--- config.mk ---
export PLATFORM = sky130hd
export DESIGN_NAME = add_arbiter_flat
export DESIGN_NICKNAME = d
export VERILOG_FILES = /design/src/rtl/add_arbiter_if.sv /design/src/rtl/add_arbiter.sv /design/src/flat_wrapper.sv
export SDC_FILE = /design/constraint.sdc
export NUM_CORES = 1
export LEC_CHECK = 0
export ABC_AREA = 1
export BUFFER_PORTS_ARGS = -buffer_cell sky130_fd_sc_hd__buf_2
export CORE_ASPECT_RATIO = 0.7
export CORE_UTILIZATION = 45
export DETAILED_ROUTE_END_ITERATION = 16
export GPL_TIMING_DRIVEN = 0
export PLACE_DENSITY = 0.68
export RECOVER_POWER = 100
export SLEW_MARGIN = 20
export SYNTH_ARGS = -nofsm -noshare
export SYNTH_HDL_FRONTEND = slang
export SYNTH_SLANG_ARGS = --single-unit
--- constraint.sdc ---
create_clock -name clk -period 7.9 [get_ports clk]
set_input_delay 1.185 -clock clk [delete_from_list [all_inputs] [get_ports clk]]
set_output_delay 1.185 -clock clk [all_outputs]
set_load 0.02 [all_outputs]
--- src/rtl/add_arbiter_if.sv ---
// add_arbiter_if: request/response bus shared by two adder requesters and one result consumer
interface add_arbiter_if #(parameter int DATA_WID = 32);
    logic                    req0_valid;
    logic                    req1_valid;
    logic                    req0_ready;
    logic                    req1_ready;
    logic [2*DATA_WID-1:0]   req0_a;
    logic [2*DATA_WID-1:0]   req0_b;
    logic [2*DATA_WID-1:0]   req1_a;
    logic [2*DATA_WID-1:0]   req1_b;
    logic                    req0_cin;
    logic                    req1_cin;
    logic                    rsp_valid;
    logic                    rsp_ready;
    logic                    rsp_id;
    logic [2*DATA_WID-1:0]   rsp_sum;
    logic                    rsp_cout;
    logic                    busy;

    modport master (
        output req0_valid, req1_valid, req0_a, req0_b, req1_a, req1_b, req0_cin, req1_cin, rsp_ready,
        input  req0_ready, req1_ready, rsp_valid, rsp_id, rsp_sum, rsp_cout, busy
    );

    modport slave (
        input  req0_valid, req1_valid, req0_a, req0_b, req1_a, req1_b, req0_cin, req1_cin, rsp_ready,
        output req0_ready, req1_ready, rsp_valid, rsp_id, rsp_sum, rsp_cout, busy
    );
endinterface

--- src/rtl/add_arbiter.sv ---
// add_arbiter: two-requester round-robin front end sharing one CLA over two half-width passes

// cla32bit: WID-bit carry-lookahead adder built from 4-bit lookahead groups (WID must be a multiple of 4)
module cla32bit #(parameter int WID = 32) (
    input  logic [WID-1:0] a,
    input  logic [WID-1:0] b,
    input  logic           cin,
    output logic [WID-1:0] sum,
    output logic           cout
);
    logic [WID-1:0] g;
    logic [WID-1:0] p;
    logic [3:0]     gg;
    logic [3:0]     pp;
    logic [3:0]     cc;
    logic           c;

    assign g = a & b;
    assign p = a ^ b;

    // each group resolves its internal carries from generate/propagate, group carry chains to the next
    always_comb begin
        c   = cin;
        sum = '0;
        gg  = '0;
        pp  = '0;
        cc  = '0;
        for (int k = 0; k < WID / 4; k++) begin
            gg = g[4*k +: 4];
            pp = p[4*k +: 4];
            cc[0] = c;
            cc[1] = gg[0] | (pp[0] & c);
            cc[2] = gg[1] | (pp[1] & gg[0]) | (pp[1] & pp[0] & c);
            cc[3] = gg[2] | (pp[2] & gg[1]) | (pp[2] & pp[1] & gg[0]) | (pp[2] & pp[1] & pp[0] & c);
            sum[4*k +: 4] = pp ^ cc;
            c = gg[3] | (pp[3] & gg[2]) | (pp[3] & pp[2] & gg[1]) | (pp[3] & pp[2] & pp[1] & gg[0]) | ((&pp) & c);
        end
        cout = c;
    end
endmodule

module add_arbiter #(parameter int DATA_WID = 32) (
    input  logic         clk,
    input  logic         rst_n,
    add_arbiter_if.slave bus
);
    localparam int W = DATA_WID;

    typedef enum logic [1:0] {IDLE, LO, HI, RESP} state_t;

    state_t         state;
    logic           last;
    logic           gnt_id;
    logic           any_valid;
    logic           carry;
    logic [2*W-1:0] a_q;
    logic [2*W-1:0] b_q;
    logic           cin_q;
    logic [2*W-1:0] sum_q;
    logic           cout_q;
    logic           id_q;
    logic           valid_q;
    logic [W-1:0]   add_a;
    logic [W-1:0]   add_b;
    logic [W-1:0]   add_sum;
    logic           add_cin;
    logic           add_cout;

    // contention goes to the requester not granted last; a lone valid always wins
    assign any_valid = bus.req0_valid | bus.req1_valid;
    assign gnt_id    = (bus.req0_valid & bus.req1_valid) ? ~last : bus.req1_valid;

    // readys are combinational and forced low while reset is asserted
    assign bus.req0_ready = rst_n & (state == IDLE) & bus.req0_valid & ~gnt_id;
    assign bus.req1_ready = rst_n & (state == IDLE) & bus.req1_valid & gnt_id;

    // the single adder sees the low halves in LO and the high halves plus the LO carry otherwise
    assign add_a   = (state == HI) ? a_q[2*W-1:W] : a_q[W-1:0];
    assign add_b   = (state == HI) ? b_q[2*W-1:W] : b_q[W-1:0];
    assign add_cin = (state == HI) ? carry : cin_q;

    cla32bit #(.WID(W)) u_cla (
        .a    (add_a),
        .b    (add_b),
        .cin  (add_cin),
        .sum  (add_sum),
        .cout (add_cout)
    );

    // control FSM: grant and latch in IDLE, two adder passes, then hold the result until taken
    always_ff @(posedge clk or negedge rst_n) begin
        if (!rst_n) begin
            state   <= IDLE;
            last    <= 1'b1;
            a_q     <= '0;
            b_q     <= '0;
            cin_q   <= 1'b0;
            carry   <= 1'b0;
            sum_q   <= '0;
            cout_q  <= 1'b0;
            id_q    <= 1'b0;
            valid_q <= 1'b0;
        end else begin
            case (state)
                IDLE: if (any_valid) begin
                    a_q   <= gnt_id ? bus.req1_a : bus.req0_a;
                    b_q   <= gnt_id ? bus.req1_b : bus.req0_b;
                    cin_q <= gnt_id ? bus.req1_cin : bus.req0_cin;
                    id_q  <= gnt_id;
                    last  <= gnt_id;
                    state <= LO;
                end
                LO: begin
                    sum_q[W-1:0] <= add_sum;
                    carry        <= add_cout;
                    state        <= HI;
                end
                HI: begin
                    sum_q[2*W-1:W] <= add_sum;
                    cout_q         <= add_cout;
                    valid_q        <= 1'b1;
                    state          <= RESP;
                end
                RESP: if (bus.rsp_ready) begin
                    valid_q <= 1'b0;
                    state   <= IDLE;
                end
                default: state <= IDLE;
            endcase
        end
    end

    assign bus.rsp_valid = valid_q;
    assign bus.rsp_sum   = sum_q;
    assign bus.rsp_cout  = cout_q;
    assign bus.rsp_id    = id_q;
    assign bus.busy      = (state != IDLE);
endmodule

--- src/flat_wrapper.sv ---
// flat-port wrapper written by rule: the top's interface ports become plain ports
module add_arbiter_flat 
#(parameter int DATA_WID = 32)
  (clk, rst_n, bus_req0_valid, bus_req1_valid, bus_req0_a, bus_req0_b, bus_req1_a, bus_req1_b, bus_req0_cin, bus_req1_cin, bus_rsp_ready, bus_req0_ready, bus_req1_ready, bus_rsp_valid, bus_rsp_id, bus_rsp_sum, bus_rsp_cout, bus_busy);
  add_arbiter_if #(.DATA_WID(DATA_WID)) bus_i ();
  input  logic clk;
  input  logic rst_n;
  input wire logic [$bits(bus_i.req0_valid)-1:0] bus_req0_valid;
  input wire logic [$bits(bus_i.req1_valid)-1:0] bus_req1_valid;
  input wire logic [$bits(bus_i.req0_a)-1:0] bus_req0_a;
  input wire logic [$bits(bus_i.req0_b)-1:0] bus_req0_b;
  input wire logic [$bits(bus_i.req1_a)-1:0] bus_req1_a;
  input wire logic [$bits(bus_i.req1_b)-1:0] bus_req1_b;
  input wire logic [$bits(bus_i.req0_cin)-1:0] bus_req0_cin;
  input wire logic [$bits(bus_i.req1_cin)-1:0] bus_req1_cin;
  input wire logic [$bits(bus_i.rsp_ready)-1:0] bus_rsp_ready;
  output wire logic [$bits(bus_i.req0_ready)-1:0] bus_req0_ready;
  output wire logic [$bits(bus_i.req1_ready)-1:0] bus_req1_ready;
  output wire logic [$bits(bus_i.rsp_valid)-1:0] bus_rsp_valid;
  output wire logic [$bits(bus_i.rsp_id)-1:0] bus_rsp_id;
  output wire logic [$bits(bus_i.rsp_sum)-1:0] bus_rsp_sum;
  output wire logic [$bits(bus_i.rsp_cout)-1:0] bus_rsp_cout;
  output wire logic [$bits(bus_i.busy)-1:0] bus_busy;
  assign bus_i.req0_valid = bus_req0_valid;
  assign bus_i.req1_valid = bus_req1_valid;
  assign bus_i.req0_a = bus_req0_a;
  assign bus_i.req0_b = bus_req0_b;
  assign bus_i.req1_a = bus_req1_a;
  assign bus_i.req1_b = bus_req1_b;
  assign bus_i.req0_cin = bus_req0_cin;
  assign bus_i.req1_cin = bus_req1_cin;
  assign bus_i.rsp_ready = bus_rsp_ready;
  assign bus_req0_ready = bus_i.req0_ready;
  assign bus_req1_ready = bus_i.req1_ready;
  assign bus_rsp_valid = bus_i.rsp_valid;
  assign bus_rsp_id = bus_i.rsp_id;
  assign bus_rsp_sum = bus_i.rsp_sum;
  assign bus_rsp_cout = bus_i.rsp_cout;
  assign bus_busy = bus_i.busy;
  add_arbiter #(.DATA_WID(DATA_WID)) u_core (.clk(clk), .rst_n(rst_n), .bus(bus_i));
endmodule
**Word level (Yosys, flattened, before mapping)**

Index checks and enable logic that the tools add are counted.

- Eq/ne operators: 5
- Muxes and demuxes: 12
- Bitwise gates (word level): 219
- Reduce and logical (&&, ||, !) cells: 14

Operators by type and width:

| cell | number |
|---|---|
| $mux 64 | 2 |
| $and 1x1->1 | 126 |
| $or 1x1->1 | 81 |
| $mux 32 | 2 |
| $and 32x32->32 | 1 |
| $reduce_and 4->1 | 8 |
| $xor 32x32->32 | 1 |
| $xor 4x4->4 | 8 |
| $pmux 2 s4 | 1 |
| $reduce_and 2->1 | 3 |
| $eq 2x2->1 const B | 2 |
| $mux 1 | 4 |
| $mux 2 | 2 |
| $reduce_bool 2->1 | 2 |
| $eq 2x1->1 const B | 1 |
| $logic_not 2->1 | 1 |
| $ne 2x1->1 const B | 1 |
| $ne 2x2->1 const B | 1 |
| $not 1->1 | 2 |
| $pmux 1 s2 | 1 |

- Flip-flop bits (word level): 200
- Input port bits: 263
- Output and inout port bits: 70
- Logic and storage cells: 261

**Longest topological paths before layout**

Gate-level depths: netlist of run 1.

- Word-level depth: 23
- Gate-level depth with buffers: 29
- Gate-level depth less buffers: 26

**Hierarchy**

From an unflattened synthesis of run 1, not the netlist that was laid out.

- Cell total of the unflattened synthesis: 1744
- Area total of the unflattened synthesis: 12275.5 um^2

Modules (own cells, without submodules):

| module | instances | cells each | area an instance (um^2) | seq. area each (um^2) |
|---|---|---|---|---|
| add_arbiter | 1 | 1564 | 10890.4 | 5006.1 |
| cla32bit | 1 | 180 | 1385.1 | 0.0 |

**Least setup slack after synthesis of run 1**

No wires, ideal clock.

- Path kind: reg2reg
- Start: register u_core.state[0]
- End: register u_core.sum_q[29], in the netlist u_core.bus.rsp_sum[29]
- Setup time: 136 ps
- Arrival time: 3406 ps
- Data required time: 7764 ps
- Path slack: 4357 ps
- Stages on the path, launching flop included: 29
- Path buffers: 3
- Period minus slack after synthesis: 3543 ps
- Cell sequence: dfrtp_1 > inv_1 > ha_1 > clkbuf_1 > clkbuf_1 > clkbuf_1 > nand2_1 > o21ai_0 > ha_1 > nand2_1 > nand2_1 > nor2_1 > nand2_1 > nand3_1 > nand2_1 > nand2_1 > nand2_1 > nand2_1 > nand2_1 > nand2_1 > nand2_2 > nand2_2 > nand2_2 > nand2_1 > nand2_2 > inv_1 > fa_1 > xor2_1 > o21ai_0

- Longest elaborated chain between the ends: 23
- Elaborated cells between the ends (all ways): 87
- Classes of those cells: eq/ne: 2; mux: 3; bitwise: 75; reduce/logical: 7

Ends and longest elaborated chain:

| element | line | RTL |
|---|---|---|
| start: declaration | add_arbiter.sv:51 | `state_t state;` |
| start signal: assignment | add_arbiter.sv:93 | `state <= IDLE;` |
| start signal: assignment | add_arbiter.sv:111 | `state <= LO;` |
| start signal: assignment | add_arbiter.sv:116 | `state <= HI;` |
| $eq 2x2->1 | add_arbiter.sv:78, add_arbiter.sv:79, add_arbiter.sv:80 |  |
| $mux 32 (on tied branches) | add_arbiter.sv:78, add_arbiter.sv:79 |  |
| $xor 32x32->32 or $and 32x32->32 (tied branches) | add_arbiter.sv:19, add_arbiter.sv:18 |  |
| $and 1x1->1 | add_arbiter.sv:36 | `c = gg[3] \| (pp[3] & gg[2]) \| (pp[3] & pp[2] & gg[1]) \| (pp[3] & pp[2] & pp[1] & gg[0]) \| ((&pp) & c);` |
| $or 1x1->1 or $and 1x1->1 (tied branches) (2 in a row) | add_arbiter.sv:36 |  |
| $or 1x1->1 (2 in a row) | add_arbiter.sv:36 |  |
| $and 1x1->1 | add_arbiter.sv:36 |  |
| $or 1x1->1 | add_arbiter.sv:36 |  |
| (+5 left out) | -- |  |
| $or 1x1->1 | add_arbiter.sv:36 |  |
| $and 1x1->1 | add_arbiter.sv:36 |  |
| $or 1x1->1 | add_arbiter.sv:36 |  |
| $and 1x1->1 | add_arbiter.sv:36 |  |
| $or 1x1->1 | add_arbiter.sv:36 |  |
| $and 1x1->1 | add_arbiter.sv:32 | `cc[1] = gg[0] \| (pp[0] & c);` |
| $or 1x1->1 | add_arbiter.sv:32 |  |
| $xor 4x4->4 | add_arbiter.sv:35 | `sum[4*k +: 4] = pp ^ cc;` |
| end signal: indexed assignment | add_arbiter.sv:114 | `sum_q[W-1:0] <= add_sum;` |
| end signal: indexed assignment | add_arbiter.sv:119 | `sum_q[2*W-1:W] <= add_sum;` |
| end: declaration | add_arbiter.sv:59 | `logic [2*W-1:0] sum_q;` |

Several ways; a longest one is shown, not always the timed one.
A chain may end at the register's enable or synchronous reset.

**Worst setup path in the final report of run 1**

Same ends and word-level chain as after synthesis.

==> run_results.csv, run 1 <==
group,metric,value,unit
run_status,status,"finished clean",
setup_path,cpMaxStageDelayCell,"clkbuf_1",
global_route,antenna_found_initial,3,
finish,layout.cells.most_common,"nand2_1",
clock_network,cts.sink_count,200,
die,coreArea,22620,µm²
setup_path,path_class,"reg -> reg",
finish,final_cell_mix,"325 x nand2_1, 263 x buf_2, 199 x dfrtp_1",
logic_synthesis,synth_cells,1299,
sta,fin_crit,5.310,ns
global_route,use_met3,0.06623,
sta,finClkSkew,0.01695,ns
routing,ant_nets,0,
global_route,overflow,0,
setup_path,crit_required,8.19,ns
routing,post_drt_wl_per_cell,19.08,µm
place,place.gp.congestion,0.9180,
setup_path,path_buf_inv,5,
setup_path,cp_common_cell,"nand2_1",
hold_path,min_path_type,"reg -> reg",
global_route,grt_util_all_layers,0.3217,
sta,drv_slew,0,
die,die-area,23610,µm²
routing,first_pass_iters,5,
sta,period_share,0.6722,
finish,drive_gt1_frac,0.1804,
finish,nets,1959,
flow_run,maxCapViolCount,0,
global_route,met1_usage,0.4745,
pwr,p_leak,6.232,nW
clock_network,post_cts_buffers,0,
place,hpwl,29610,µm
hold_path,min-delay-start,"u_core.bus.rsp_sum[5]$_DFFE_PN0N_",
routing,via_count,10550,
clock_network,clock_latency,0.44,ns
setup_path,max_stage_delay,0.57,ns
die,die_h,128.9,µm
place,portBuffers,332,
setup_path,rr_startpoint,"u_core.state[0]$_DFFE_PN0P_",
clock_network,clk_pin_slew_worst_paths,0.08,ns
die,initial_core_util,0.4574,
die,rows,46,
logic_synthesis,ys_seq_area_frac,0.4839,
clock_network,ctsRootBufferMaster,"clkbuf_16",
clock_network,ctsHoldBuffers,0,
sta,tns,0,ns
global_route,grt_busiest_layer,"met2",
setup_path,endpoint_kind,"register",
setup_path,critPathLaunchType,"register",
clock_network,clockBufferDepth,2,
logic_synthesis,netlist_area,10350,µm²
routing,viasPerCell,5.334,
die,dieWidth,183.2,µm
sta,tightest_slew,1.279,ns
clock_network,htree_levels,4,
setup_path,rrSetupSlack,2.59,ns
sta,relSlewSlack,0.1476,
pwr,vdd_drop_max,0.2345,mV
logic_synthesis,yosys_warnings,0,
hold_path,hold_end,"u_core.bus.rsp_sum[5]$_DFFE_PN0N_",
setup_path,critPathMaxFanout,10,
logic_synthesis,ys_seq_elements,200,
routing,drc,0,
logic_synthesis,synth.avg_cell_area,7.965,µm²
clock_network,cts_tree,"done",
pwr,power_density,539.8,nW/µm²
die,pin_count,333,
routing,drt-total-wl,37730,µm
routing,drtIter0Drc,865,
clock_network,cts_resized,0,
hold_path,min_path_cells,2,
global_route,grt_pass1_wl,56130,µm
global_route,grt_max_degree,91,
sta,final_hold_viol_count,0,
sta,fmax,188.3,MHz
clock_network,numCtsBuffers,17,
sta,setup_violations,0,
global_route,grt_pass1_vias,10010,
setup_path,worstPathArrival,5.60,ns
logic_synthesis,ys_types,28,
setup_path,worstReg2RegEnd,"u_core.bus.rsp_sum[29]$_DFFE_PN0N_",
logic_synthesis,syn-num-nets,1606,
setup_path,reg2reg_depth,28,
global_route,grtUsageMet2,0.4802,
finish,area_growth,24.68,%
sta,rsz0062_at_grt,"no",
setup_path,crit_family,"buffers and inverters",
finish,fin_util,0.5703,
sequential cells by signal, summed over array words and instances, names as in the netlist:
| register | count |
|---|---|
| u_core.bus.rsp_sum | 64 |
| u_core.bus.rsp_id | 1 |
| u_core.bus.rsp_cout | 1 |
| u_core.cin_q | 1 |
| u_core.a_q | 64 |
| u_core.b_q | 64 |
| u_core.state | 2 |
| u_core.last | 1 |
| u_core.bus.rsp_valid | 1 |
| u_core.carry | 1 |
through the flow:
stage                     cells  worst slack, ns  cell area (µm²)  power, mW  hold slack, ns
after floorplan            1299            4.357            10350      4.507          0.4534
after global placement     1943            1.494            12400      5.989          0.4609
after detailed placement   1945            2.776            12460      6.096          0.4652
after CTS                  1975            2.772            13010      6.938          0.4846
after global routing       1977            2.251            12900      7.489          0.5064
final                      1977            2.590            12900      6.963          0.4843
worst reg2reg max path: cells and delay by family (launching register included):
kind                     cells  cell delay [ns]
AO/OA/AOI/OAI                2             0.31
XOR/XNOR                     1             0.30
adder cells (fa/ha/maj)      3             0.79
buffers and inverters        5             1.86
flip-flops                   1             0.41
AND/OR/NAND/NOR             17             1.49
how the worst max path moves through the flow:
| stage | start | end | slack (ns) | depth (start not counted) |
|---|---|---|---|---|
| finish | u_core.state[0]$_DFFE_PN0P_ | u_core.bus.rsp_sum[29]$_DFFE_PN0N_ | 2.59 | 28 |
| global route | u_core.state[0]$_DFFE_PN0P_ | u_core.bus.rsp_sum[29]$_DFFE_PN0N_ | 2.25 | 28 |
| CTS | u_core.state[0]$_DFFE_PN0P_ | u_core.bus.rsp_sum[29]$_DFFE_PN0N_ | 2.77 | 28 |
| detailed placement | u_core.state[0]$_DFFE_PN0P_ | u_core.bus.rsp_sum[29]$_DFFE_PN0N_ | 2.78 | 28 |
| global placement | rst_n | bus_req0_ready | 1.49 | 4 |
| floorplan | u_core.state[0]$_DFFE_PN0P_ | u_core.bus.rsp_sum[29]$_DFFE_PN0N_ | 4.36 | 28 |
power by group:
| part | internal, mW | leakage (nW) | total, mW | switching, mW |
|---|---|---|---|---|
| sequential | 1.57 | 2.37 | 1.80 | 0.239 |
| clock | 0.411 | 0.259 | 0.829 | 0.419 |
| combinational | 1.35 | 3.60 | 4.33 | 2.98 |
| total | 3.33 | 6.23 | 6.96 | 3.64 |
cell usage after synthesis (all sizes together):
cell type,instances,area (µm²)
a21oi,15,75.07
xor2,12,105.1
dfrtp,199,4980
o2bb2ai,1,8.760
nand2,329,1255
a31oi,68,425.4
nor3,1,5.000
ha,36,450.4
fa,8,160.2
xnor2,7,61.31
o21ai,193,965.9
buf,3,15.01
dfstp,1,26.28
clkbuf,81,304.0
a211oi,2,15.01
a221o,1,10.01
o21bai,1,7.510
a21o,1,7.510
nand4,2,12.51
inv,104,390.4
nand3,17,85.08
o22ai,64,400.4
o211ai,1,7.510
nor2,151,566.8
and3,1,6.260
logic make-up after synthesis:
family | Yosys count | share of synthesized area
simple gates | 501 | 0.1866
compound gates | 347 | 0.1859
flops | 200 | 0.4839
buf+inv | 188 | 0.06857
fa+ha+maj | 44 | 0.05902
xor+xnor | 19 | 0.01608
routing by layer:
layer | wire length (µm) | vias up | share of wire
li1 | - | 5006 | -
met1 | 17270 | 4978 | 0.46
met2 | 16150 | 516 | 0.43
met3 | 3641 | 45 | 0.097
met4 | 664 | 0 | 0.018
met5 | 0 | - | 0
cell type report:
| class | instances | area, µm² |
|---|---|---|
| inverter | 104 | 390.4 |
| timing repair buffer | 334 | 1627 |
| clock inverter | 13 | 116.4 |
| fill | 2220 | 9719 |
| multi-input combinational | 911 | 4621 |
| tap | 312 | 390.4 |
| sequential | 200 | 5006 |
| buffer | 84 | 319.1 |
| antenna | 2 | 5.005 |
| clock buffer | 17 | 425.4 |
(Power assumes the default switching activity.)
==> run 2: changes to the inputs <==
Clock period 7.9 ns to 5.3 ns, I/O delays scaled along.
==> run_results.csv, run 2 (synthesized netlist as in run 1, its figures left out) <==
group,metric,value,unit
global_route,grt_pass1_wl,56130,µm
finish,postLayoutCellArea,12890,µm²
setup_path,worstPathArrival,5.25,ns
routing,first_pass_iters,8,
clock_network,clock_latency,0.44,ns
finish,final_cell_mix,"322 x nand2_1, 263 x buf_2, 199 x dfrtp_1",
sta,tns,0,ns
global_route,grt_util_all_layers,0.3217,
setup_path,cp_common_cell,"nand2_1",
pwr,p_int,4.963,mW
sta,final_hold_viol_count,0,
sta,tightest_slew,2.303,ns
pwr,seqPwrFrac,0.259,
die,die-area,23610,µm²
pwr,switching_power,5.423,mW
clock_network,cts_tree,"done",
sta,finClkSkew,0.01373,ns
setup_path,critPathLaunchType,"register",
finish,area_growth,24.55,%
setup_path,cpMaxStageDelayCell,"clkbuf_1",
sta,relSlewSlack,-0.5350,
finish,drive_gt1_frac,0.1828,
die,initial_core_util,0.4574,
clock_network,cts.sink_count,200,
die,pin_count,333,
pwr,clkPwrFrac,0.119,
die,die_h,128.9,µm
clock_network,clockBufferDepth,2,
pwr,total_power,10.39,mW
finish,fillCellCount,2223,
clock_network,ctsRootBufferMaster,"clkbuf_16",
pwr,p_leak,6.226,nW
global_route,grt_pass1_vias,10010,
clock_network,numCtsBuffers,17,
sta,setup_violations,0,
global_route,antenna_found_initial,3,
routing,ant_nets,0,
pwr,combPwrFrac,0.621,
place,place.gp.congestion,0.9180,
sta,rsz0062_at_grt,"no",
routing,via_count,10530,
place,place_area,12460,µm²
place,portBuffers,332,
run_status,violations,"capacitance limit, slew limit",
pwr,vdd_drop_max,0.3479,mV
routing,viasPerCell,5.328,
pwr,power_density,806.0,nW/µm²
setup_path,crit_required,5.60,ns
clock_network,clk_pin_slew_worst_paths,0.08,ns
finish,fin_util,0.5697,
global_route,overflow,0,
die,rows,46,
global_route,grt_max_degree,91,
routing,post_drt_wl_per_cell,19.09,µm
setup_path,max_stage_delay,0.57,ns
setup_path,path_class,"reg -> reg",
sta,period_share,0.9343,
clock_network,post_cts_buffers,0,
routing,drc,0,
sta,fmax,201.9,MHz
sta,fin_crit,4.952,ns
place,hpwl,29610,µm
die,coreArea,22620,µm²
routing,drtIter0Drc,884,
finish,nets,1959,
pwr,swShare,0.5222,
hold_path,min_path_type,"reg -> reg",
setup_path,critPathMaxFanout,10,
setup_path,endpoint_kind,"register",
flow_run,maxCapViolCount,1,
finish,layout.cells.most_common,"nand2_1",
sta,drv_slew,91,
die,dieWidth,183.2,µm
routing,drt-total-wl,37740,µm
clock_network,htree_levels,4,
run_status,status,"finished, violations left",
[run 2: routing by layer]
| metal | track usage | part of all wire | vias to the layer above |
|---|---|---|---|
| met5 | 0 | 0 | - |
| met4 | 0.08627 | 0.017 | 0 |
| met3 | 0.06623 | 0.091 | 45 |
| met2 | 0.4802 | 0.43 | 509 |
| met1 | 0.4745 | 0.47 | 4968 |
| li1 | - | - | 5011 |
[run 2: worst max-delay path: cells and delay by family (launching register included)]
family	cells	cell delay, ns
AND/OR/NAND/NOR	17	1.37
buffers and inverters	5	1.59
XOR/XNOR	1	0.30
flip-flops	1	0.41
AO/OA/AOI/OAI	2	0.31
adder cells (fa/ha/maj)	3	0.80
[run 2: final timing paths]
kind	cells after the start	slack (ns)	end	start
max	28	0.35	u_core.bus.rsp_sum[29]$_DFFE_PN0N_	u_core.state[0]$_DFFE_PN0P_
min	2	0.48	u_core.bus.rsp_sum[5]$_DFFE_PN0N_	u_core.bus.rsp_sum[5]$_DFFE_PN0N_
max reg2reg	28	0.35	u_core.bus.rsp_sum[29]$_DFFE_PN0N_	u_core.state[0]$_DFFE_PN0P_
min reg2reg	2	0.48	u_core.bus.rsp_sum[5]$_DFFE_PN0N_	u_core.bus.rsp_sum[5]$_DFFE_PN0N_
max in group asynchronous	3	1.41	u_core.b_q[53]$_DFFE_PN0P_	rst_n
min in group asynchronous	1	0.61	u_core.bus.rsp_sum[59]$_DFFE_PN0P_	rst_n
[run 2: what timing repair did]
item | CTS | global route
gates resized for setup | 0 | 2
hold buffers | 0 | 0
endpoints found under the setup margin | 0 | 5
[run 2: through the flow]
| step | worst slack [ns] | instances | hold slack (ns) |
|---|---|---|---|
| floorplan | 1.757 | 1299 | 0.4534 |
| global placement | -0.3256 | 1943 | 0.4609 |
| detailed placement | 0.1758 | 1945 | 0.4652 |
| CTS | 0.1724 | 1975 | 0.1667 |
| global route | 0.04900 | 1977 | 0.5064 |
| finish | 0.3481 | 1977 | 0.4844 |
[run 2: final cells by class]
cell class | instances | area, µm² | share of cell area
Antenna cell | 2 | 5.005 | 0.0003884
Multi-Input combinational cell | 911 | 4628 | 0.3592
Clock buffer | 17 | 425.4 | 0.03301
Timing Repair Buffer | 334 | 1604 | 0.1245
Clock inverter | 13 | 116.4 | 0.009030
Sequential cell | 200 | 5006 | 0.3885
Tap cell | 312 | 390.4 | 0.03029
Inverter | 104 | 390.4 | 0.03029
Buffer | 84 | 320.3 | 0.02486
[run 2: power by group through the flow]
stage                     clock, mW  sequential, mW  combinational (mW)
after floorplan                   0            2.93                3.79
after global placement            0            2.68                6.24
after detailed placement          0            2.70                6.39
after CTS                      1.25            2.67                6.42
after global routing           1.31            2.77                7.10
final                          1.24            2.69                6.45
